[config.mk]
export PLATFORM = sky130hd
export DESIGN_NAME = alu_iter_n_flat
export DESIGN_NICKNAME = d
export VERILOG_FILES = /design/src/rtl/alu_iter_n_if.sv /design/src/rtl/alu_iter_n.sv /design/src/flat_wrapper.sv
export SDC_FILE = /design/constraint.sdc
export NUM_CORES = 1
export LEC_CHECK = 0
export CORE_UTILIZATION = 30
export DETAILED_ROUTE_END_ITERATION = 10
export PLACE_DENSITY = 0.44
export SLEW_MARGIN = 15
export SYNTH_ARGS = -nofsm -noshare
export SYNTH_HDL_FRONTEND = slang
export SYNTH_SLANG_ARGS = --single-unit
[constraint.sdc]
create_clock -name clk -period 4.85 [get_ports clk]
set_clock_uncertainty 0.2 [all_clocks]
set_input_delay 0.97 -clock clk [delete_from_list [all_inputs] [get_ports clk]]
set_output_delay 0.97 -clock clk [all_outputs]
set_load 0.005 [all_outputs]
[src/rtl/alu_iter_n_if.sv]
// Operand/result bundle between the ID/EX latches and the iterative ALU.
interface alu_iter_n_if #(
    parameter int WIDTH = 32,
    parameter int SHW   = 5
);
    logic             start;
    logic [4:0]       FS;
    logic [WIDTH-1:0] S;
    logic [WIDTH-1:0] T;
    logic [SHW-1:0]   shamt;
    logic             busy;
    logic             done;
    logic [WIDTH-1:0] Y_hi;
    logic [WIDTH-1:0] Y_lo;
    logic             C;
    logic             V;
    logic             N;
    logic             Z;
    logic             div0;

    modport master (
        output start, FS, S, T, shamt,
        input  busy, done, Y_hi, Y_lo, C, V, N, Z, div0
    );

    modport slave (
        input  start, FS, S, T, shamt,
        output busy, done, Y_hi, Y_lo, C, V, N, Z, div0
    );
endinterface

[src/rtl/alu_iter_n.sv]
// Registered ALU: single-cycle logic/arith/shift ops plus iterative signed
// shift-add multiply and restoring divide behind a start/done handshake.
module alu_iter_n #(
    parameter int WIDTH = 32,
    parameter int SHW   = 5
) (
    input  logic       clk,
    input  logic       reset,
    alu_iter_n_if.slave bus
);
    localparam int CW = $clog2(WIDTH + 1);

    localparam logic [WIDTH-1:0]   ZERO_W = {WIDTH{1'b0}};
    localparam logic [WIDTH-1:0]   ONE_W  = {{(WIDTH-1){1'b0}}, 1'b1};
    localparam logic [WIDTH-1:0]   ONES_W = {WIDTH{1'b1}};
    localparam logic [WIDTH-1:0]   MIN_W  = {1'b1, {(WIDTH-1){1'b0}}};
    localparam logic [2*WIDTH-1:0] ONE_2W = {{(2*WIDTH-1){1'b0}}, 1'b1};
    localparam logic [SHW-1:0]     SH_ONE = {{(SHW-1){1'b0}}, 1'b1};
    localparam logic [CW-1:0]      CNT_ONE  = {{(CW-1){1'b0}}, 1'b1};
    localparam logic [CW-1:0]      CNT_INIT = CW'(WIDTH);

    localparam logic [4:0] FS_PASS_S = 5'h00;
    localparam logic [4:0] FS_PASS_T = 5'h01;
    localparam logic [4:0] FS_ADD    = 5'h02;
    localparam logic [4:0] FS_ADDU   = 5'h03;
    localparam logic [4:0] FS_SUB    = 5'h04;
    localparam logic [4:0] FS_SUBU   = 5'h05;
    localparam logic [4:0] FS_SLT    = 5'h06;
    localparam logic [4:0] FS_SLTU   = 5'h07;
    localparam logic [4:0] FS_AND    = 5'h08;
    localparam logic [4:0] FS_OR     = 5'h09;
    localparam logic [4:0] FS_XOR    = 5'h0A;
    localparam logic [4:0] FS_NOR    = 5'h0B;
    localparam logic [4:0] FS_SRL    = 5'h0C;
    localparam logic [4:0] FS_SRA    = 5'h0D;
    localparam logic [4:0] FS_SLL    = 5'h0E;
    localparam logic [4:0] FS_MUL    = 5'h1E;
    localparam logic [4:0] FS_DIV    = 5'h1F;

    typedef enum logic [1:0] {
        ST_IDLE = 2'd0,
        ST_MUL  = 2'd1,
        ST_DIV  = 2'd2,
        ST_FIX  = 2'd3
    } state_t;

    function automatic logic [WIDTH-1:0] neg_w(input logic [WIDTH-1:0] x);
        return ~x + ONE_W;
    endfunction

    function automatic logic [WIDTH-1:0] abs_w(input logic [WIDTH-1:0] x);
        return x[WIDTH-1] ? neg_w(x) : x;
    endfunction

    function automatic logic [2*WIDTH-1:0] neg_2w(input logic [2*WIDTH-1:0] x);
        return ~x + ONE_2W;
    endfunction

    state_t             state_q, state_d;
    logic [CW-1:0]      cnt_q, cnt_d;
    logic [WIDTH-1:0]   mcand_q, mcand_d;   // |S| for MUL, |T| for DIV, raw S for DIV by zero
    logic [2*WIDTH-1:0] prod_q, prod_d;     // MUL {acc, multiplier}; DIV {remainder, quotient}
    logic               sign_q, sign_d;     // product / quotient sign
    logic               rsign_q, rsign_d;   // remainder sign (dividend sign)
    logic               ovf_q, ovf_d;       // most-negative / -1 divide
    logic               dz_q, dz_d;         // divide by zero pending
    logic               is_div_q, is_div_d;
    logic               busy_q, busy_d;
    logic               done_q, done_d;
    logic [WIDTH-1:0]   y_hi_q, y_hi_d;
    logic [WIDTH-1:0]   y_lo_q, y_lo_d;
    logic               c_q, c_d;
    logic               v_q, v_d;
    logic               n_q, n_d;
    logic               z_q, z_d;
    logic               div0_q, div0_d;

    logic [WIDTH-1:0]   alu_y_s;
    logic               alu_c_s;
    logic               alu_v_s;
    logic [WIDTH:0]     add_s;
    logic [WIDTH:0]     sub_s;
    logic [WIDTH:0]     mul_sum_s;
    logic [WIDTH:0]     div_trial_s;
    logic [2*WIDTH-1:0] mul_res_s;
    logic [WIDTH-1:0]   quo_s;
    logic [WIDTH-1:0]   rem_s;

    // Single-cycle result and C/V flags for every non-iterative function code.
    always_comb begin
        add_s   = {1'b0, bus.S} + {1'b0, bus.T};
        sub_s   = {1'b0, bus.S} + {1'b0, ~bus.T} + {{WIDTH{1'b0}}, 1'b1};
        alu_y_s = ZERO_W;
        alu_c_s = 1'b0;
        alu_v_s = 1'b0;
        case (bus.FS)
            FS_PASS_S: alu_y_s = bus.S;
            FS_PASS_T: alu_y_s = bus.T;
            FS_ADD: begin
                alu_y_s = add_s[WIDTH-1:0];
                alu_c_s = add_s[WIDTH];
                alu_v_s = (bus.S[WIDTH-1] == bus.T[WIDTH-1]) &&
                          (add_s[WIDTH-1] != bus.S[WIDTH-1]);
            end
            FS_ADDU: begin
                alu_y_s = add_s[WIDTH-1:0];
                alu_c_s = add_s[WIDTH];
            end
            FS_SUB: begin
                alu_y_s = sub_s[WIDTH-1:0];
                alu_c_s = sub_s[WIDTH];
                alu_v_s = (bus.S[WIDTH-1] != bus.T[WIDTH-1]) &&
                          (sub_s[WIDTH-1] != bus.S[WIDTH-1]);
            end
            FS_SUBU: begin
                alu_y_s = sub_s[WIDTH-1:0];
                alu_c_s = sub_s[WIDTH];
            end
            FS_SLT:  alu_y_s = {{(WIDTH-1){1'b0}}, ($signed(bus.S) < $signed(bus.T))};
            FS_SLTU: alu_y_s = {{(WIDTH-1){1'b0}}, (bus.S < bus.T)};
            FS_AND:  alu_y_s = bus.S & bus.T;
            FS_OR:   alu_y_s = bus.S | bus.T;
            FS_XOR:  alu_y_s = bus.S ^ bus.T;
            FS_NOR:  alu_y_s = ~(bus.S | bus.T);
            FS_SRL: begin
                alu_y_s = bus.T >> bus.shamt;
                alu_c_s = (bus.shamt != {SHW{1'b0}}) &&
                          (|(bus.T & (ONE_W << (bus.shamt - SH_ONE))));
            end
            FS_SRA: begin
                alu_y_s = $signed(bus.T) >>> bus.shamt;
                alu_c_s = (bus.shamt != {SHW{1'b0}}) &&
                          (|(bus.T & (ONE_W << (bus.shamt - SH_ONE))));
            end
            FS_SLL: begin
                alu_y_s = bus.T << bus.shamt;
                alu_c_s = (bus.shamt != {SHW{1'b0}}) &&
                          (|(bus.T & (MIN_W >> (bus.shamt - SH_ONE))));
            end
            default: alu_y_s = ZERO_W;
        endcase
    end

    // One multiply/divide iteration step and the sign fix-up of the final values.
    always_comb begin
        mul_sum_s   = {1'b0, prod_q[2*WIDTH-1:WIDTH]} +
                      (prod_q[0] ? {1'b0, mcand_q} : {(WIDTH+1){1'b0}});
        div_trial_s = prod_q[2*WIDTH-1:WIDTH-1] - {1'b0, mcand_q};
        mul_res_s   = sign_q  ? neg_2w(prod_q) : prod_q;
        quo_s       = sign_q  ? neg_w(prod_q[WIDTH-1:0]) : prod_q[WIDTH-1:0];
        rem_s       = rsign_q ? neg_w(prod_q[2*WIDTH-1:WIDTH]) : prod_q[2*WIDTH-1:WIDTH];
    end

    // Control FSM: accept, iterate, fix up signs and publish results.
    always_comb begin
        state_d  = state_q;
        cnt_d    = cnt_q;
        mcand_d  = mcand_q;
        prod_d   = prod_q;
        sign_d   = sign_q;
        rsign_d  = rsign_q;
        ovf_d    = ovf_q;
        dz_d     = dz_q;
        is_div_d = is_div_q;
        busy_d   = busy_q;
        done_d   = 1'b0;
        y_hi_d   = y_hi_q;
        y_lo_d   = y_lo_q;
        c_d      = c_q;
        v_d      = v_q;
        n_d      = n_q;
        z_d      = z_q;
        div0_d   = div0_q;
        case (state_q)
            ST_IDLE: begin
                if (bus.start) begin
                    div0_d = 1'b0;
                    if (bus.FS == FS_MUL) begin
                        mcand_d  = abs_w(bus.S);
                        prod_d   = {ZERO_W, abs_w(bus.T)};
                        sign_d   = bus.S[WIDTH-1] ^ bus.T[WIDTH-1];
                        cnt_d    = CNT_INIT;
                        is_div_d = 1'b0;
                        dz_d     = 1'b0;
                        ovf_d    = 1'b0;
                        busy_d   = 1'b1;
                        state_d  = ST_MUL;
                    end else if (bus.FS == FS_DIV) begin
                        is_div_d = 1'b1;
                        busy_d   = 1'b1;
                        if (bus.T == ZERO_W) begin
                            // Nothing to iterate: keep S for the remainder output.
                            mcand_d = bus.S;
                            dz_d    = 1'b1;
                            ovf_d   = 1'b0;
                            state_d = ST_FIX;
                        end else begin
                            mcand_d = abs_w(bus.T);
                            prod_d  = {ZERO_W, abs_w(bus.S)};
                            sign_d  = bus.S[WIDTH-1] ^ bus.T[WIDTH-1];
                            rsign_d = bus.S[WIDTH-1];
                            ovf_d   = (bus.S == MIN_W) && (bus.T == ONES_W);
                            dz_d    = 1'b0;
                            cnt_d   = CNT_INIT;
                            state_d = ST_DIV;
                        end
                    end else begin
                        y_hi_d = ZERO_W;
                        y_lo_d = alu_y_s;
                        c_d    = alu_c_s;
                        v_d    = alu_v_s;
                        n_d    = alu_y_s[WIDTH-1];
                        z_d    = (alu_y_s == ZERO_W);
                        done_d = 1'b1;
                    end
                end else begin
                    state_d = ST_IDLE;
                end
            end
            ST_MUL: begin
                prod_d = {mul_sum_s, prod_q[WIDTH-1:1]};
                cnt_d  = cnt_q - CNT_ONE;
                if (cnt_q == CNT_ONE) begin
                    state_d = ST_FIX;
                end else begin
                    state_d = ST_MUL;
                end
            end
            ST_DIV: begin
                if (!div_trial_s[WIDTH]) begin
                    prod_d = {div_trial_s[WIDTH-1:0], prod_q[WIDTH-2:0], 1'b1};
                end else begin
                    prod_d = {prod_q[2*WIDTH-2:0], 1'b0};
                end
                cnt_d = cnt_q - CNT_ONE;
                if (cnt_q == CNT_ONE) begin
                    state_d = ST_FIX;
                end else begin
                    state_d = ST_DIV;
                end
            end
            ST_FIX: begin
                c_d = 1'b0;
                if (!is_div_q) begin
                    y_hi_d = mul_res_s[2*WIDTH-1:WIDTH];
                    y_lo_d = mul_res_s[WIDTH-1:0];
                    v_d    = 1'b0;
                    n_d    = mul_res_s[2*WIDTH-1];
                    z_d    = (mul_res_s == {(2*WIDTH){1'b0}});
                end else if (dz_q) begin
                    y_hi_d = mcand_q;
                    y_lo_d = ONES_W;
                    v_d    = 1'b0;
                    n_d    = 1'b1;
                    z_d    = 1'b0;
                    div0_d = 1'b1;
                end else begin
                    y_hi_d = rem_s;
                    y_lo_d = quo_s;
                    v_d    = ovf_q;
                    n_d    = quo_s[WIDTH-1];
                    z_d    = (quo_s == ZERO_W);
                end
                done_d  = 1'b1;
                busy_d  = 1'b0;
                state_d = ST_IDLE;
            end
            default: begin
                busy_d  = 1'b0;
                state_d = ST_IDLE;
            end
        endcase
    end

    // State and output registers with synchronous reset.
    always_ff @(posedge clk) begin
        if (reset) begin
            state_q  <= ST_IDLE;
            cnt_q    <= {CW{1'b0}};
            mcand_q  <= ZERO_W;
            prod_q   <= {(2*WIDTH){1'b0}};
            sign_q   <= 1'b0;
            rsign_q  <= 1'b0;
            ovf_q    <= 1'b0;
            dz_q     <= 1'b0;
            is_div_q <= 1'b0;
            busy_q   <= 1'b0;
            done_q   <= 1'b0;
            y_hi_q   <= ZERO_W;
            y_lo_q   <= ZERO_W;
            c_q      <= 1'b0;
            v_q      <= 1'b0;
            n_q      <= 1'b0;
            z_q      <= 1'b1;
            div0_q   <= 1'b0;
        end else begin
            state_q  <= state_d;
            cnt_q    <= cnt_d;
            mcand_q  <= mcand_d;
            prod_q   <= prod_d;
            sign_q   <= sign_d;
            rsign_q  <= rsign_d;
            ovf_q    <= ovf_d;
            dz_q     <= dz_d;
            is_div_q <= is_div_d;
            busy_q   <= busy_d;
            done_q   <= done_d;
            y_hi_q   <= y_hi_d;
            y_lo_q   <= y_lo_d;
            c_q      <= c_d;
            v_q      <= v_d;
            n_q      <= n_d;
            z_q      <= z_d;
            div0_q   <= div0_d;
        end
    end

    assign bus.busy = busy_q;
    assign bus.done = done_q;
    assign bus.Y_hi = y_hi_q;
    assign bus.Y_lo = y_lo_q;
    assign bus.C    = c_q;
    assign bus.V    = v_q;
    assign bus.N    = n_q;
    assign bus.Z    = z_q;
    assign bus.div0 = div0_q;
endmodule

[src/flat_wrapper.sv]
// flat-port wrapper written by rule: the top's interface ports become plain ports
module alu_iter_n_flat 
#(
    parameter int WIDTH = 32,
    parameter int SHW   = 5
)
  (clk, reset, bus_start, bus_FS, bus_S, bus_T, bus_shamt, bus_busy, bus_done, bus_Y_hi, bus_Y_lo, bus_C, bus_V, bus_N, bus_Z, bus_div0);
  alu_iter_n_if #(.WIDTH(WIDTH), .SHW(SHW)) bus_i ();
  input  logic clk;
  input  logic reset;
  input wire logic [$bits(bus_i.start)-1:0] bus_start;
  input wire logic [$bits(bus_i.FS)-1:0] bus_FS;
  input wire logic [$bits(bus_i.S)-1:0] bus_S;
  input wire logic [$bits(bus_i.T)-1:0] bus_T;
  input wire logic [$bits(bus_i.shamt)-1:0] bus_shamt;
  output wire logic [$bits(bus_i.busy)-1:0] bus_busy;
  output wire logic [$bits(bus_i.done)-1:0] bus_done;
  output wire logic [$bits(bus_i.Y_hi)-1:0] bus_Y_hi;
  output wire logic [$bits(bus_i.Y_lo)-1:0] bus_Y_lo;
  output wire logic [$bits(bus_i.C)-1:0] bus_C;
  output wire logic [$bits(bus_i.V)-1:0] bus_V;
  output wire logic [$bits(bus_i.N)-1:0] bus_N;
  output wire logic [$bits(bus_i.Z)-1:0] bus_Z;
  output wire logic [$bits(bus_i.div0)-1:0] bus_div0;
  assign bus_i.start = bus_start;
  assign bus_i.FS = bus_FS;
  assign bus_i.S = bus_S;
  assign bus_i.T = bus_T;
  assign bus_i.shamt = bus_shamt;
  assign bus_busy = bus_i.busy;
  assign bus_done = bus_i.done;
  assign bus_Y_hi = bus_i.Y_hi;
  assign bus_Y_lo = bus_i.Y_lo;
  assign bus_C = bus_i.C;
  assign bus_V = bus_i.V;
  assign bus_N = bus_i.N;
  assign bus_Z = bus_i.Z;
  assign bus_div0 = bus_i.div0;
  alu_iter_n #(.WIDTH(WIDTH), .SHW(SHW)) u_core (.clk(clk), .reset(reset), .bus(bus_i));
endmodule
==> metrics.csv <==
metric;value;unit
Max Cap Viol;0;
FF+latch count, synth;180;
Crit Path Max Fanout;4;
final hold vios;0;
Achievable Freq;204;MHz
IR drop worst, VDD;0.000299;V
Remaining Overflow, GRT;0;
H-tree Lvls;4;
Syn Nets;4190;
clock-pin slew on the worst setup and hold paths;0.09;ns
GRT Util Overall;36.2;%
Synth Cell Area;27100;µm²
clock buffer depth;2;
failing checks;setup timing;
Netlist cell types;86;
Avg WL per Cell;29.1;µm
CP Data Arrival Time;5.14;ns
# fillers;9507;
CTS tree;built;
antenna violations before repair;11;
Die Ht;302;µm
critical path startpoint category;input pin;
Ports;148;
Tcrit/Tclk final;101;%
Final min period;4.90;ns
Syn Inst Count;3931;
worst slack, placed;-1.30;ns
DP Area;35800;µm²
syn avg cell area;6.89;µm²
design area;37000;µm²
first-pass GRT wire length;241000;µm
vias per inst;5.97;
GPL Wtd Cong;1.02;
final setup vio count;1;
Hold Path Class;reg2reg;
number of global-route vias before repair;33600;
post-synthesis sequential area ratio;13.3;%
asr flop ratio synth;0;%
Die Footprint;91500;µm²
Core Footprint;88900;µm²
Clk Tree Root Cell;clkbuf_16;
Worst-Margin Slew;1.15;ns
CTS Hold Bufs;0;
power per standard cell area;181;nW/µm²
DRT Wirelength;170000;µm
worst skew pair latency;0.53;ns
Initial Util;30.5;%
Die Wd;302;µm
layout cells sized above 1;24.4;%
row cnt;109;
largest net degree at the start of global routing;117;
fin worst setup slack;-0.0485;ns
Port Buffers;147;
RSZ-0062 raised after global routing;true;
Final nets;4911;
via count;34800;
post-route ant nets;0;
drt initial violations;3764;
slew margin rel.;23.4;%
Crit path required time;5.09;ns
Leak;0.0152;µW
Remaining DRCs;0;
final HPWL from detailed placement;140000;µm
top_reg_cell synth;dfxtp_1;
Synth Warn #;0;
Num CTS Buffers;17;
Synth-to-Final Area Change;36.5;%
Fin Hold WS;0.259;ns
Post-synth EDFFs;0;
clk sinks;180;
crit path kind;in2reg;
Slew Viols, Final;0;
status;finished with violations;
Critical Path End Type;flip-flop;
First-pass DRT Iterations;6;
## synth_stat cells, types with 26 or more instances
master	count	area, µm²
or4_1	30	225
o211ai_1	114	856
ha_1	178	2230
xor2_1	74	648
or3_1	33	206
mux4_2	34	766
mux2i_1	78	781
nand4_1	55	344
a31oi_1	33	206
nor2b_1	29	181
dfxtp_1	180	3600
clkbuf_1	309	1160
nand3_1	80	400
mux2_2	26	293
o21ai_0	219	1100
nand2b_1	35	219
a211oi_1	79	593
nor4_1	42	263
a221oi_1	35	307
o31ai_1	49	368
a21o_1	52	390
a21oi_1	356	1780
o22ai_1	39	244
nor3_1	100	500
inv_1	160	601
nor2_1	365	1370
xnor2_1	169	1480
nand2_1	423	1590
o221ai_1	29	254
a22oi_1	102	766
buf_1	44	165
## worst paths after layout
path | from | end | slack [ns] | cells after the start
min | u_core.bus.Y_lo[15]$_SDFFE_PP0P_ | u_core.bus.Y_lo[15]$_SDFFE_PP0P_ | 0.26 | 2
max reg2reg | u_core.prod_q[8]$_SDFFE_PP0P_ | u_core.bus.Z$_SDFFE_PP1P_ | 0.17 | 12
min reg2reg | u_core.bus.Y_lo[15]$_SDFFE_PP0P_ | u_core.bus.Y_lo[15]$_SDFFE_PP0P_ | 0.26 | 2
max | bus_T[16] | u_core.bus.Z$_SDFFE_PP1P_ | -0.05 | 17
## power by group
group          internal (µW)  switching (µW)
sequential              1530            58.6
combinational           1480            2060
clock                    743             813
## cell usage in the layout (no fill, tap or decap), drive strengths merged, types with 52 or more instances in the layout
cell	netlist	final
nand4	55	55
dfxtp	180	180
a21o	52	52
a21oi	356	356
nand3	80	80
xor2	74	74
nor3	100	100
inv	160	169
o211ai	114	114
nor2	365	365
clkdlybuf4s50	0	121
nand2	423	423
xnor2	169	169
buf	48	921
ha	178	178
o21ai	225	225
mux2i	78	78
a22oi	102	102
a211oi	79	79
## layout make-up
cell class | instances | area [µm²] | share of cell area (%)
clock inverter | 15 | 181 | 0.491
inverter | 163 | 612 | 1.66
clock buffer | 17 | 425 | 1.15
multi-input combinational | 3231 | 22000 | 59.6
tap | 1165 | 1460 | 3.94
antenna | 3 | 7.51 | 0.0203
sequential | 180 | 3610 | 9.76
timing repair buffer | 1059 | 8660 | 23.4
## per-stage QoR
step | power [µW] | util (%) | cells | setup TNS [ns]
after floorplan | 3210 | - | 3931 | 0
after global placement | 4990 | 40.3 | 5787 | -34.42
after detailed placement | 4970 | 40.3 | 5787 | -33.98
after CTS | 6560 | 41.2 | 5821 | -0.0383
after global routing | 6940 | 41.6 | 5831 | -0.0576
final | 6690 | 41.6 | 5833 | -0.0485
## critical path: stages
cell and delay (ns):
clkdlybuf4s50_1 0.55, buf_4 0.24, mux4_2 0.51, buf_4 0.17, mux2i_1 0.31, a21oi_1 0.15, o21ai_0 0.15, a2bb2oi_1 0.16
buf_4 0.18, nor3_1 0.34, nand4_1 0.14, buf_4 0.19, nor4_4 0.32, buf_4 0.17, nand4b_1 0.13, nor4_4 0.27
o41a_1 0.16
## per-layer routing
layer | track usage [%] | part of all wire, % | vias up
li1 | - | - | 16000
met1 | 46.2 | 42 | 16900
met2 | 59.1 | 45 | 1529
met3 | 5.06 | 6.5 | 369
met4 | 19.3 | 5.9 | 8
met5 | 0 | 0.032 | -
## cell families (layout without fill, tap and decap cells)
logic type,Yosys count,after routing,share of synthesized area (%)
adders and majority gates,182,182,8.52
AOI/OAI and AO/OA,1356,1356,33.5
xor gates and xnor gates,243,243,7.86
muxes,138,138,6.79
DFF,180,180,13.3
and+or+nand+nor,1312,1312,22.8
other,0,3,0
buffers and inverters,520,1254,7.25
## sequential cells by signal, summed over array words and instances, names as in the netlist, 2 cells and up
name and flops:
u_core.state_q 2, u_core.bus.Y_lo 32, u_core.cnt_q 6, u_core.bus.Y_hi 32, u_core.prod_q 64, u_core.mcand_q 32
## repair_timing
action                     4_1_cts  5_1_grt
buffers inserted                 2        8
pin swaps                       10       19
cloned                           0        1
gates resized for setup         38       65
setup endpoints to repair       13       31
(Power assumes the default switching activity.)
